<file path="config.mk">
export PLATFORM = sky130hd
export DESIGN_NAME = serv_csr_mirq
export DESIGN_NICKNAME = d
export VERILOG_FILES = /design/src/rtl/serv_csr_pkg.sv /design/src/rtl/serv_csr_prio_enc.sv /design/src/rtl/serv_csr_mirq.sv
export SDC_FILE = /design/constraint.sdc
export NUM_CORES = 1
export LEC_CHECK = 0
export ABC_AREA = 1
export ABC_CLOCK_PERIOD_IN_PS = 4400
export BUFFER_PORTS_ARGS = -buffer_cell sky130_fd_sc_hd__buf_2
export CELL_PAD_IN_SITES_DETAIL_PLACEMENT = 2
export CELL_PAD_IN_SITES_GLOBAL_PLACEMENT = 2
export CORE_MARGIN = 2
export CORE_UTILIZATION = 35
export DETAILED_ROUTE_END_ITERATION = 7
export PLACE_DENSITY_LB_ADDON = 0.05
export SKIP_CTS_REPAIR_TIMING = 1
export SYNTH_ARGS = -nofsm -noshare
export SYNTH_HDL_FRONTEND = slang
export SYNTH_SLANG_ARGS = --single-unit
export TNS_END_PERCENT = 30
</file>
<file path="constraint.sdc">
create_clock -name i_clk -period 4.4 [get_ports i_clk]
set_clock_uncertainty 0.05 [all_clocks]
set_input_delay 0.66 -clock i_clk [delete_from_list [all_inputs] [get_ports i_clk]]
set_output_delay 0.66 -clock i_clk [all_outputs]
set_load 0.01 [all_outputs]
</file>
<file path="src/rtl/serv_csr_pkg.sv">
// Shared encodings and bit positions for the bit-serial machine-mode CSR block.
package serv_csr_pkg;

  typedef enum logic [1:0] {
    ADDR_MSTATUS = 2'd0,
    ADDR_MIE     = 2'd1,
    ADDR_MIP     = 2'd2,
    ADDR_MCAUSE  = 2'd3
  } csr_addr_e;

  typedef enum logic [1:0] {
    SRC_READ  = 2'd0,
    SRC_WRITE = 2'd1,
    SRC_SET   = 2'd2,
    SRC_CLEAR = 2'd3
  } csr_src_e;

  typedef enum logic [1:0] {
    ST_IDLE   = 2'd0,
    ST_ACCESS = 2'd1,
    ST_TRAP   = 2'd2
  } csr_state_e;

  localparam int unsigned MIE_BIT   = 3;
  localparam int unsigned MPIE_BIT  = 7;
  localparam int unsigned MTIP_BIT  = 7;
  localparam int unsigned PLAT_BASE = 16;

endpackage

</file>
<file path="src/rtl/serv_csr_prio_enc.sv">
// Interrupt cause encoder: lowest pending platform source wins, then timer, else 0.
module serv_csr_prio_enc
  import serv_csr_pkg::*;
#(
  parameter int unsigned N_IRQ = 4
) (
  input  logic             i_mtip_pend,
  input  logic [N_IRQ-1:0] i_plat_pend,
  output logic [4:0]       o_code
);

  always_comb begin
    o_code = '0;
    if (i_mtip_pend) o_code = 5'(MTIP_BIT);
    for (int k = int'(N_IRQ) - 1; k >= 0; k--) begin
      if (i_plat_pend[k]) o_code = 5'(PLAT_BASE + 32'(k));
    end
  end

endmodule

</file>
<file path="src/rtl/serv_csr_mirq.sv">
// Bit-serial mstatus/mie/mip/mcause CSR slice with multi-source interrupt
// tracking, serialised CSR access and trap-entry cause shift-out.
module serv_csr_mirq
  import serv_csr_pkg::*;
#(
  parameter int unsigned W     = 1,
  parameter int unsigned N_IRQ = 4
) (
  input  logic             i_clk,
  input  logic             i_rst,
  input  logic             i_en,
  input  logic [1:0]       i_csr_addr,
  input  logic [1:0]       i_csr_source,
  input  logic             i_csr_d_sel,
  input  logic [W-1:0]     i_csr_imm,
  input  logic [W-1:0]     i_rs1,
  input  logic             i_trap,
  input  logic             i_trap_irq,
  input  logic [3:0]       i_ecause,
  input  logic             i_mret,
  input  logic             i_mtip,
  input  logic [N_IRQ-1:0] i_irq,
  output logic [W-1:0]     o_q,
  output logic [W-1:0]     o_csr_in,
  output logic             o_busy,
  output logic             o_done,
  output logic             o_new_irq
);

  localparam int unsigned BEATS = 32 / W;
  localparam int unsigned CNT_W = (BEATS > 1) ? $clog2(BEATS) : 1;
  localparam logic [CNT_W-1:0] LAST = CNT_W'(BEATS - 1);

  csr_state_e       state_q, state_d;
  logic [CNT_W-1:0] cnt_q, cnt_d;
  csr_addr_e        addr_q, addr_d;
  csr_src_e         src_q, src_d;
  logic             mstat_mie_q, mstat_mie_d;
  logic             mstat_mpie_q, mstat_mpie_d;
  logic             mtie_q, mtie_d;
  logic [N_IRQ-1:0] mie_irq_q, mie_irq_d;
  logic             mtip_q, mtip_d;
  logic [N_IRQ-1:0] mip_irq_q, mip_irq_d;
  logic [31:0]      mcause_q, mcause_d;
  logic             new_irq_q, new_irq_d;

  logic [31:0] reg_img, sel_img, sh;
  logic [W-1:0] q_beat, operand, csr_in;
  logic [4:0]  irq_code;

  serv_csr_prio_enc #(.N_IRQ(N_IRQ)) u_prio (
    .i_mtip_pend (mtip_q & mtie_q),
    .i_plat_pend (mip_irq_q & mie_irq_q),
    .o_code      (irq_code)
  );

  // Read path: current beat of the selected image, or the fresh mcause while trapping.
  always_comb begin
    unique case (addr_q)
      ADDR_MSTATUS: reg_img = (32'(mstat_mie_q) << MIE_BIT) | (32'(mstat_mpie_q) << MPIE_BIT);
      ADDR_MIE:     reg_img = (32'(mtie_q) << MTIP_BIT) | (32'(mie_irq_q) << PLAT_BASE);
      ADDR_MIP:     reg_img = (32'(mtip_q) << MTIP_BIT) | (32'(mip_irq_q) << PLAT_BASE);
      default:      reg_img = mcause_q;
    endcase
    sel_img = (state_q == ST_TRAP) ? mcause_q : reg_img;
    sh      = 32'(cnt_q) * W;
    q_beat  = (state_q == ST_IDLE) ? '0 : W'(sel_img >> sh);
    operand = i_csr_d_sel ? i_csr_imm : i_rs1;
    if (state_q != ST_ACCESS) begin
      csr_in = q_beat;
    end else begin
      unique case (src_q)
        SRC_WRITE: csr_in = operand;
        SRC_SET:   csr_in = q_beat | operand;
        SRC_CLEAR: csr_in = q_beat & ~operand;
        default:   csr_in = q_beat;
      endcase
    end
  end

  assign o_q       = q_beat;
  assign o_csr_in  = csr_in;
  assign o_busy    = (state_q != ST_IDLE);
  assign o_done    = (state_q != ST_IDLE) && (cnt_q == LAST);
  assign o_new_irq = new_irq_q;

  // Next-state: FSM sequencing, per-beat field write-back, trap entry and mret.
  always_comb begin
    state_d      = state_q;
    cnt_d        = cnt_q;
    addr_d       = addr_q;
    src_d        = src_q;
    mstat_mie_d  = mstat_mie_q;
    mstat_mpie_d = mstat_mpie_q;
    mtie_d       = mtie_q;
    mie_irq_d    = mie_irq_q;
    mcause_d     = mcause_q;
    mtip_d       = i_mtip;
    mip_irq_d    = i_irq;

    unique case (state_q)
      ST_IDLE: begin
        if (i_trap) begin
          state_d      = ST_TRAP;
          cnt_d        = '0;
          mcause_d     = {i_trap_irq, 26'd0, i_trap_irq ? irq_code : {1'b0, i_ecause}};
          mstat_mpie_d = mstat_mie_q;
          mstat_mie_d  = 1'b0;
        end else if (i_mret) begin
          mstat_mie_d  = mstat_mpie_q;
          mstat_mpie_d = 1'b1;
        end else if (i_en) begin
          state_d = ST_ACCESS;
          cnt_d   = '0;
          addr_d  = csr_addr_e'(i_csr_addr);
          src_d   = csr_src_e'(i_csr_source);
        end
      end
      ST_ACCESS, ST_TRAP: begin
        // Each writable bit commits at the edge closing the beat that carries it.
        if (state_q == ST_ACCESS && src_q != SRC_READ) begin
          if (addr_q == ADDR_MSTATUS) begin
            if (32'(cnt_q) == MIE_BIT / W)  mstat_mie_d  = csr_in[MIE_BIT % W];
            if (32'(cnt_q) == MPIE_BIT / W) mstat_mpie_d = csr_in[MPIE_BIT % W];
          end
          if (addr_q == ADDR_MIE) begin
            if (32'(cnt_q) == MTIP_BIT / W) mtie_d = csr_in[MTIP_BIT % W];
            for (int unsigned k = 0; k < N_IRQ; k++) begin
              if (32'(cnt_q) == (PLAT_BASE + k) / W) mie_irq_d[k] = csr_in[(PLAT_BASE + k) % W];
            end
          end
        end
        if (cnt_q == LAST) state_d = ST_IDLE;
        else               cnt_d   = cnt_q + CNT_W'(1);
      end
      default: state_d = ST_IDLE;
    endcase

    new_irq_d = (state_d != ST_TRAP) && mstat_mie_d &&
                ((mtip_d && mtie_d) || (|(mip_irq_d & mie_irq_d)));
  end

  always_ff @(posedge i_clk or posedge i_rst) begin
    if (i_rst) begin
      state_q      <= ST_IDLE;
      cnt_q        <= '0;
      addr_q       <= ADDR_MSTATUS;
      src_q        <= SRC_READ;
      mstat_mie_q  <= 1'b0;
      mstat_mpie_q <= 1'b0;
      mtie_q       <= 1'b0;
      mie_irq_q    <= '0;
      mtip_q       <= 1'b0;
      mip_irq_q    <= '0;
      mcause_q     <= '0;
      new_irq_q    <= 1'b0;
    end else begin
      state_q      <= state_d;
      cnt_q        <= cnt_d;
      addr_q       <= addr_d;
      src_q        <= src_d;
      mstat_mie_q  <= mstat_mie_d;
      mstat_mpie_q <= mstat_mpie_d;
      mtie_q       <= mtie_d;
      mie_irq_q    <= mie_irq_d;
      mtip_q       <= mtip_d;
      mip_irq_q    <= mip_irq_d;
      mcause_q     <= mcause_d;
      new_irq_q    <= new_irq_d;
    end
  end

endmodule

</file>
==> metrics.txt, run 1 <==
GPL Wtd Cong=0.813; Pins Over Slew Limit=0; Routed wire per std cell=~16 um; detailed placer's ending HPWL=around 4.7 mm; final hold slack=401 ps; Placed Instances=about 360; Post-synth EDFFs=0; syn nets=296; Starting Density=0.358; Tmin final=2790 ps; Pre-antenna DRT Iters=4; largest area contributor in the netlist=dfrtp_1; mux cell area share after synthesis=0.0117; Die Ht=just under 80 um; Synth Cell Area=around 1900 um2; Hold WC Path Type=input port to async pin; Top FF cell, synth=dfrtp_1; Area after DPL=approximately 2200 um2; post-synthesis sequential area ratio=0.388; VDD IR max=roughly 0.24 mV; launch point of the worst path=state_q[0]; pin count of the biggest net entering global routing=31; Ys Warns=0; Antenna Nets Post-Route=0; cts bufs inserted=5; max-cap viol count=0; Vias/cell=about 5; worst path cell trace=inv_1 > ha_1 > nor3_1 > nand3_1 > nand2_1 > nand2_1 > nand3_2 > nand4_4 > nand2_4 > buf_2; Die X=just under 80 um; most frequent cell after synthesis=nand2_1; setup TNS=0 ps; CTS root buffer=clkbuf_8; WP data required=~3700 ps; Startpoint Class=flop; worst skew pair latency=280 ps; total track usage=0.215; synth cell count leaders=nand2_1 (64), inv_1 (33), nand3_1 (32); Pleak=approximately 1.2 nW; adder-cell area share of the yosys netlist=0.0583; Final Instance Area=around 2300 um2; Final Non-Filler Cells=approximately 370; total wire length=~5.9 mm; vias in the first global route=2048; initial DRC count=34; synthesized instance count=~270; Crit-path slowest cell=dfrtp_1; Simple-Gate Fraction of Synth Area=0.352; Mean Syn Cell Area=7.29 um2; RR Startpoint=cnt_q[0]; status=finished, final reports clean; Layout Area Growth over Synthesis=16.7%; CP endpoint kind=output pin; RSZ-0062 raised after global routing=no; synth unique cells=32; ranking of synthesized cells by area=dfrtp_1 (39%), nand2_1 (12%), nand3_1 (8.3%); clock-pin slew on the worst setup and hold paths=about 70 ps; slowest stage delay, CP=about 410 ps; Final #Nets=330; TritonCTS clock tree=yes; WS Path Type=flop to output pin; fraction of layout cells with a size suffix above 1=0.210; Max Clock Freq=approximately 360 MHz; worst-path maximum fanout=6; Synth Area in Compound Gates=0.0913; core area=roughly 5400 um2; total gr overflow=0; Cell Pwr Density=about 600 nW/um2; #FFs+latches synth=30; standard-cell rows=27; Worst path most repeated cell=nand2_1; Slew HR=0.727; Ports=27; DR DRC count=0; final hold vios=0; H-tree Lvls=2; fin crit share=0.633; Setup WS pre-CTS=approximately 2000 ps; share of the synthesized area in the top cell type=0.388; vias=1827; Synth async-reset ratio=1.00; CP arrival=about 2100 ps; Worst Slack Setup Final=between 1500 and 2000 ps; Die ar.=about 6000 um2; setup violators final=0; main combinational cell family by area after synthesis=simple AND/OR/NAND/NOR gates; Synth Area in XOR/XNOR=0.00906; Bufs on Longest Clock Path=2; global-route wire length before repair=10.2 mm; clock sink total=30; worst slew pin tran=slightly above 400 ps; # diodes=0; port buffer count=26; antenna violations before repair=0
[registers in the layout, summed over array words and instances, names as in the netlist]
| name | flops |
|---|---|
| addr_q | 2 |
| mstat_mie_q | 1 |
| src_q | 2 |
| state_q | 2 |
| mip_irq_q | 4 |
| cnt_q | 5 |
| mie_irq_q | 4 |
| mstat_mpie_q | 1 |
| mtip_q | 1 |
| mcause_q | 6 |
| mtie_q | 1 |
| o_new_irq | 1 |
[metrics by stage]
step                      utilization  power, mW
after floorplan                     -      0.901
after global placement          0.400       1.10
after detailed placement        0.400       1.12
after CTS                       0.417       1.37
after global routing            0.417       1.47
final                           0.417       1.35
[cell families after synthesis]
kind of cell | Yosys count
AOI/OAI and AO/OA | 30
xor gates and xnor gates | 2
adders and majority gates | 9
buffers and inverters | 46
DFF | 30
muxes | 2
and+or+nand+nor | 146
[worst max-delay path: cells and delay by family (launching register included)]
family        cells  cell delay (ps)
fa+ha+maj         1              240
buf+inv           2              210
simple gates      7              920
flops             1              410
[power breakdown]
| part | switching [mW] | internal [mW] | leakage (nW) |
|---|---|---|---|
| Combinational | 0.446 | 0.224 | 0.777 |
| Clock | 0.110 | 0.126 | 0.0472 |
| Sequential | 0.0877 | 0.353 | 0.379 |
| Total | 0.644 | 0.703 | 1.20 |
[worst paths after layout]
| check | to | slack, ps | cells after the start |
|---|---|---|---|
| worst max register to register | cnt_q[3] | 2050 | 12 |
| worst min register to register | mcause_q[2] | 500 | 2 |
| worst min-delay path | mie_irq_q[2] | 400 | 3 |
| max in group asynchronous | mcause_q[0] | 3600 | 3 |
| min in group i_clk | mtip_q | 450 | 1 |
| worst max-delay path | o_csr_in | 1610 | 10 |
[final cells by class]
cell class | count | area, um2
fillers | 659 | 3150
multi-input cells | 189 | 1010
flip-flops and latches | 30 | 751
inverters | 46 | 173
repair buffers | 27 | 138
well taps | 72 | 90.1
clock buffers | 6 | 82.6
clock inverters | 2 | 12.5
[metal layers]
layer / vias up / wire (um) / GRT usage
li1: 912 / - / -
met4: 0 / 91 / 0.0667
met2: 21 / 2870 / 0.362
met3: 8 / 92 / 0.0322
met5: - / 0 / 0
met1: 886 / 2810 / 0.284
[placed cells by master (no fill, tap or decap), types with 3 or more instances in the layout]
cell type | netlist | layout
nor2_2 | 3 | 3
inv_1 | 33 | 33
nand2_1 | 64 | 64
nand3_1 | 32 | 32
clkbuf_8 | 0 | 6
buf_2 | 0 | 26
o21ai_0 | 8 | 8
nor2_1 | 27 | 27
o21ai_1 | 3 | 3
ha_1 | 9 | 9
nand3_2 | 3 | 3
clkinv_1 | 4 | 4
dfrtp_1 | 30 | 30
nor3_1 | 4 | 4
a22oi_1 | 4 | 4
inv_2 | 9 | 9
a21oi_1 | 9 | 9
or2_2 | 4 | 4
(Power assumes the default switching activity.)
==> run 2, diff against run 1 <==
--- a/config.mk
+++ b/config.mk
@@ -6,12 +6,12 @@
 export NUM_CORES = 1
 export LEC_CHECK = 0
 export ABC_AREA = 1
-export ABC_CLOCK_PERIOD_IN_PS = 4400
+export ABC_CLOCK_PERIOD_IN_PS = 2580
 export BUFFER_PORTS_ARGS = -buffer_cell sky130_fd_sc_hd__buf_2
 export CELL_PAD_IN_SITES_DETAIL_PLACEMENT = 2
 export CELL_PAD_IN_SITES_GLOBAL_PLACEMENT = 2
 export CORE_MARGIN = 2
-export CORE_UTILIZATION = 35
+export CORE_UTILIZATION = 32
 export DETAILED_ROUTE_END_ITERATION = 7
 export PLACE_DENSITY_LB_ADDON = 0.05
 export SKIP_CTS_REPAIR_TIMING = 1
==> constraint.sdc (replaced) <==
create_clock -name i_clk -period 2.58 [get_ports i_clk]
set_clock_uncertainty 0.05 [all_clocks]
set_input_delay 0.387 -clock i_clk [delete_from_list [all_inputs] [get_ports i_clk]]
set_output_delay 0.387 -clock i_clk [all_outputs]
set_load 0.01 [all_outputs]
==> metrics.txt, run 2 (same netlist as run 1, synthesis figures left out) <==
clock sink total=30; worst skew pair latency=280 ps; worst slew pin tran=537 ps; launch point of the worst path=state_q[0]; max-cap viol count=0; Area after DPL=2160 um2; cts bufs inserted=5; vias in the first global route=approximately 2000; TritonCTS clock tree=yes; Top reg by flops=mcause_q; slowest stage delay, CP=approximately 400 ps; total wire length=roughly 5.8 mm; fraction of layout cells with a size suffix above 1=0.226; CP arrival=a little under 2000 ps; status=finished, final reports clean; CP endpoint kind=output pin; # diodes=0; pin count of the biggest net entering global routing=18; Final Non-Filler Cells=between 300 and 400; RSZ-0062 raised after global routing=no; leading registers by flop count=mcause_q (6), cnt_q (5); Final Instance Area=roughly 2300 um2; Layout Utilization=0.388; setup TNS=0 ps; global-route wire length before repair=~10 mm; H-tree Lvls=2; worst-path maximum fanout=6; VDD IR max=0.383 mV; total track usage=0.199; clock-pin slew on the worst setup and hold paths=roughly 70 ps; Tmin final=2380 ps; worst r2r path cells=12; Worst Slack Setup Final=approximately 200 ps; Slew HR=0.641; port buffer count=26; Pins Over Slew Limit=0; setup violators final=0; Bufs on Longest Clock Path=2; WP data required=around 2100 ps; Placed Instances=approximately 370; Pre-antenna DRT Iters=4; most frequent cells in the layout=nand2_1 (64), inv_1 (32), nand3_1 (32); detailed placer's ending HPWL=just under 5 mm; r2r setup slk=just over 300 ps; CTS root buffer=clkbuf_8; final hold slack=approximately 83 ps; most common cell after layout, fill and taps aside=nand2_1; Vias/cell=~4.8; DR DRC count=0; Largest register FFs=6; Pleak=between 1 and 1.5 nW; antenna violations before repair=0; Cell Pwr Density=1020 nW/um2; Antenna Nets Post-Route=0; initial DRC count=43; Max Clock Freq=~420 MHz; core area=5890 um2; vias=~1800; WS Path Type=flop to output pin; Startpoint Class=flop; RR Startpoint=cnt_q[0]; Tot Pwr=approximately 2.3 mW; Setup WS pre-CTS=190 ps; GPL Wtd Cong=between 0.7 and 0.8; worst path cell trace=inv_1 > ha_1 > inv_1 > nand2_1 > nor2_1 > nand2_1 > nand2_1 > nand2_1 > nand3_2 > nand4_4 > nand2_4 > buf_2; Ports=27; Final #Nets=between 300 and 400; fin crit share=0.924; standard-cell rows=28; Die Ht=a little over 80 um; R2R Path End=cnt_q[3]; total gr overflow=0; final hold vios=0; Die X=81.7 um; Die ar.=6680 um2; Routed wire per std cell=~15 um; Crit-path slowest cell=dfrtp_1; Layout Area Growth over Synthesis=18.1%; Starting Density=0.328; Hold WC Path Type=input port to async pin; Worst path most repeated cell=nand2_1
==> run 2: cell count changes in the layout (fill, tap and decap cells not counted), sizes merged <==
cell and change:
buf +1
==> run 2: how the worst max path moves through the flow <==
stage                      endpoint  slack, ps
after detailed placement  o_new_irq        190
after CTS                  o_csr_in        110
after global routing       o_csr_in         10
final                      o_csr_in        200
after global placement    o_new_irq        260
after floorplan            cnt_q[3]        690
==> run 2: cell type report <==
type,count,area (um2)
Clock buffer,6,82.6
Tap cell,75,93.8
Multi-Input combinational cell,189,1020
Clock inverter,2,12.5
Fill cell,732,3600
Sequential cell,30,753
Inverter,46,173
Timing Repair Buffer,28,145
==> run 2: critical path, delay by kind of cell, from the launching register on <==
family / cells / cell delay (ps)
buffers and inverters: 3 / 280
AND/OR/NAND/NOR: 8 / 730
adder cells (fa/ha/maj): 1 / 250
flip-flops: 1 / 400
==> run 2: per-layer routing <==
layer,up-vias,wire length (um),share of wire,track usage
li1,913,-,-,-
met1,874,2920,0.50,0.279
met2,19,2700,0.47,0.322
met3,5,123,0.021,0.0363
met4,0,42,0.0073,0.0400
met5,-,0,0,0
==> run 2: where the power goes <==
part / total [mW] / leakage (nW) / internal [mW] / switching [mW]
Combinational: 1.17 / 0.785 / 0.396 / 0.770
Clock: 0.413 / 0.0472 / 0.214 / 0.199
Sequential: 0.756 / 0.377 / 0.605 / 0.150
==> run 3, diff against run 2 <==
--- a/config.mk
+++ b/config.mk
@@ -8,7 +8,7 @@
 export ABC_AREA = 1
 export ABC_CLOCK_PERIOD_IN_PS = 2580
 export BUFFER_PORTS_ARGS = -buffer_cell sky130_fd_sc_hd__buf_2
-export CELL_PAD_IN_SITES_DETAIL_PLACEMENT = 2
+export CELL_PAD_IN_SITES_DETAIL_PLACEMENT = 1
 export CELL_PAD_IN_SITES_GLOBAL_PLACEMENT = 2
 export CORE_MARGIN = 2
 export CORE_UTILIZATION = 32
==> metrics.txt, run 3 (same netlist as run 1, synthesis figures left out) <==
status=finished, final reports clean; Pleak=roughly 1.2 nW; Layout Area Growth over Synthesis=17.4%; Top reg by flops=mcause_q; M1 wire length=2.74 mm; Cell Pwr Density=slightly above 1000 nW/um2; Final #Nets=330; final hold vios=0; total wire length=5.25 mm; NetSw=approximately 1.1 mW; Starting Density=0.328; Pins Over Slew Limit=0; Startpoint Class=flop; final hold slack=~83 ps; most common cell after layout, fill and taps aside=nand2_1; total track usage=0.183; total gr overflow=0; fraction of layout cells with a size suffix above 1=0.213; worst-path maximum fanout=6; H-tree Lvls=2; CTS root buffer=clkbuf_8; port buffer count=26; most frequent cells in the layout=nand2_1 (64), inv_1 (33), nand3_1 (32); met3 routed WL=approximately 120 um; pin count of the biggest net entering global routing=18; WS Path Type=flop to output pin; antenna violations before repair=0; Hold WC Path Type=input port to async pin; routed wl met2=approximately 2.4 mm; initial DRC count=39; global-route wire length before repair=a little over 9 mm; Max Clock Freq=415 MHz; Bufs on Longest Clock Path=2; VDD IR max=roughly 0.36 mV; Die Ht=between 80 and 90 um; TritonCTS clock tree=yes; standard-cell rows=28; vias in the first global route=about 1900; sequential power share=0.327; fin crit share=0.934; core area=around 5900 um2; max-cap viol count=0; DR DRC count=0; Pre-antenna DRT Iters=4; Die ar.=6680 um2; GPL Wtd Cong=around 0.79; # diodes=0; Antenna Nets Post-Route=0; WP data required=2140 ps; detailed placer's ending HPWL=~4.3 mm; CP endpoint kind=output pin; vias=~1800; leading registers by flop count=mcause_q (6), cnt_q (5); Cell Int Power=approximately 1.2 mW; CP arrival=between 1500 and 2000 ps; Vias/cell=roughly 4.7; worst skew pair latency=between 200 and 300 ps; Slew HR=0.643; setup TNS=0 ps; Ports=27; Tmin final=roughly 2400 ps; cts bufs inserted=5; clock sink total=30; top layer used by detailed routing=met4; setup violators final=0; Routed wire per std cell=between 10 and 15 um; combinational power share=0.496; Largest register FFs=6; clock-pin slew on the worst setup and hold paths=70 ps; RSZ-0062 raised after global routing=no; Die X=approximately 82 um; Clk pwr share=0.176; switch share=0.475; worst slew pin tran=between 500 and 600 ps
==> run 3: routing by layer <==
layer / vias to the layer above / GRT usage
met5: - / 0
met4: 0 / 0.0450
met3: 4 / 0.0330
met2: 18 / 0.283
met1: 837 / 0.263
li1: 916 / -
==> run 3: path summary, 6_finish.rpt <==
| kind | slack [ps] | depth (start not counted) | end | startpoint |
|---|---|---|---|---|
| setup / recovery | 170 | 10 | o_csr_in | state_q[0] |
| hold / removal | 80 | 2 | mie_irq_q[1] | i_rst |
| setup reg to reg | 290 | 13 | o_new_irq | state_q[0] |
| hold reg to reg | 490 | 2 | mstat_mpie_q | mstat_mpie_q |
| max in group asynchronous | 1760 | 3 | state_q[0] | i_rst |
| min in group i_clk | 170 | 1 | mip_irq_q[2] | i_irq[2] |
==> run 3: power by group through the flow <==
stage / sequential [mW] / clock, mW / combinational, mW
final: 0.749 / 0.403 / 1.14
after floorplan: 0.713 / 0 / 0.824
after global routing: 0.776 / 0.441 / 1.32
after CTS: 0.747 / 0.418 / 1.15
after detailed placement: 0.757 / 0 / 1.13
after global placement: 0.749 / 0 / 1.12
==> run 3: cell type report <==
| class | count | area, um2 |
|---|---|---|
| well taps | 75 | 93.8 |
| clock buffers | 6 | 82.6 |
| flip-flops and latches | 30 | 752 |
| repair buffers | 27 | 138 |
| clock inverters | 2 | 12.5 |
| fillers | 746 | 3620 |
| inverters | 46 | 173 |
| multi-input cells | 189 | 1020 |
==> run 3: critical path, cell delays in order (launching register included) <==
cell	delay, ps
dfrtp_1	400
inv_1	90
ha_1	250
nor3_1	210
nand3_1	100
nand2_1	80
nand2_1	60
nand3_2	100
nand4_4	150
nand2_4	110
buf_2	130
==> run 3: through the flow <==
stage / power (mW) / instances / cell area, um2 / worst slack, ps / utilization
final: 2.29 / 375 / 2270 / 171 / 0.386
after global routing: 2.54 / 375 / 2270 / 6.03 / 0.386
after CTS: 2.31 / 375 / 2260 / 141 / 0.384
after detailed placement: 1.89 / 367 / 2160 / 186 / 0.368
after global placement: 1.87 / 367 / 2160 / 259 / 0.368
after floorplan: 1.54 / 265 / 1930 / 691 / -
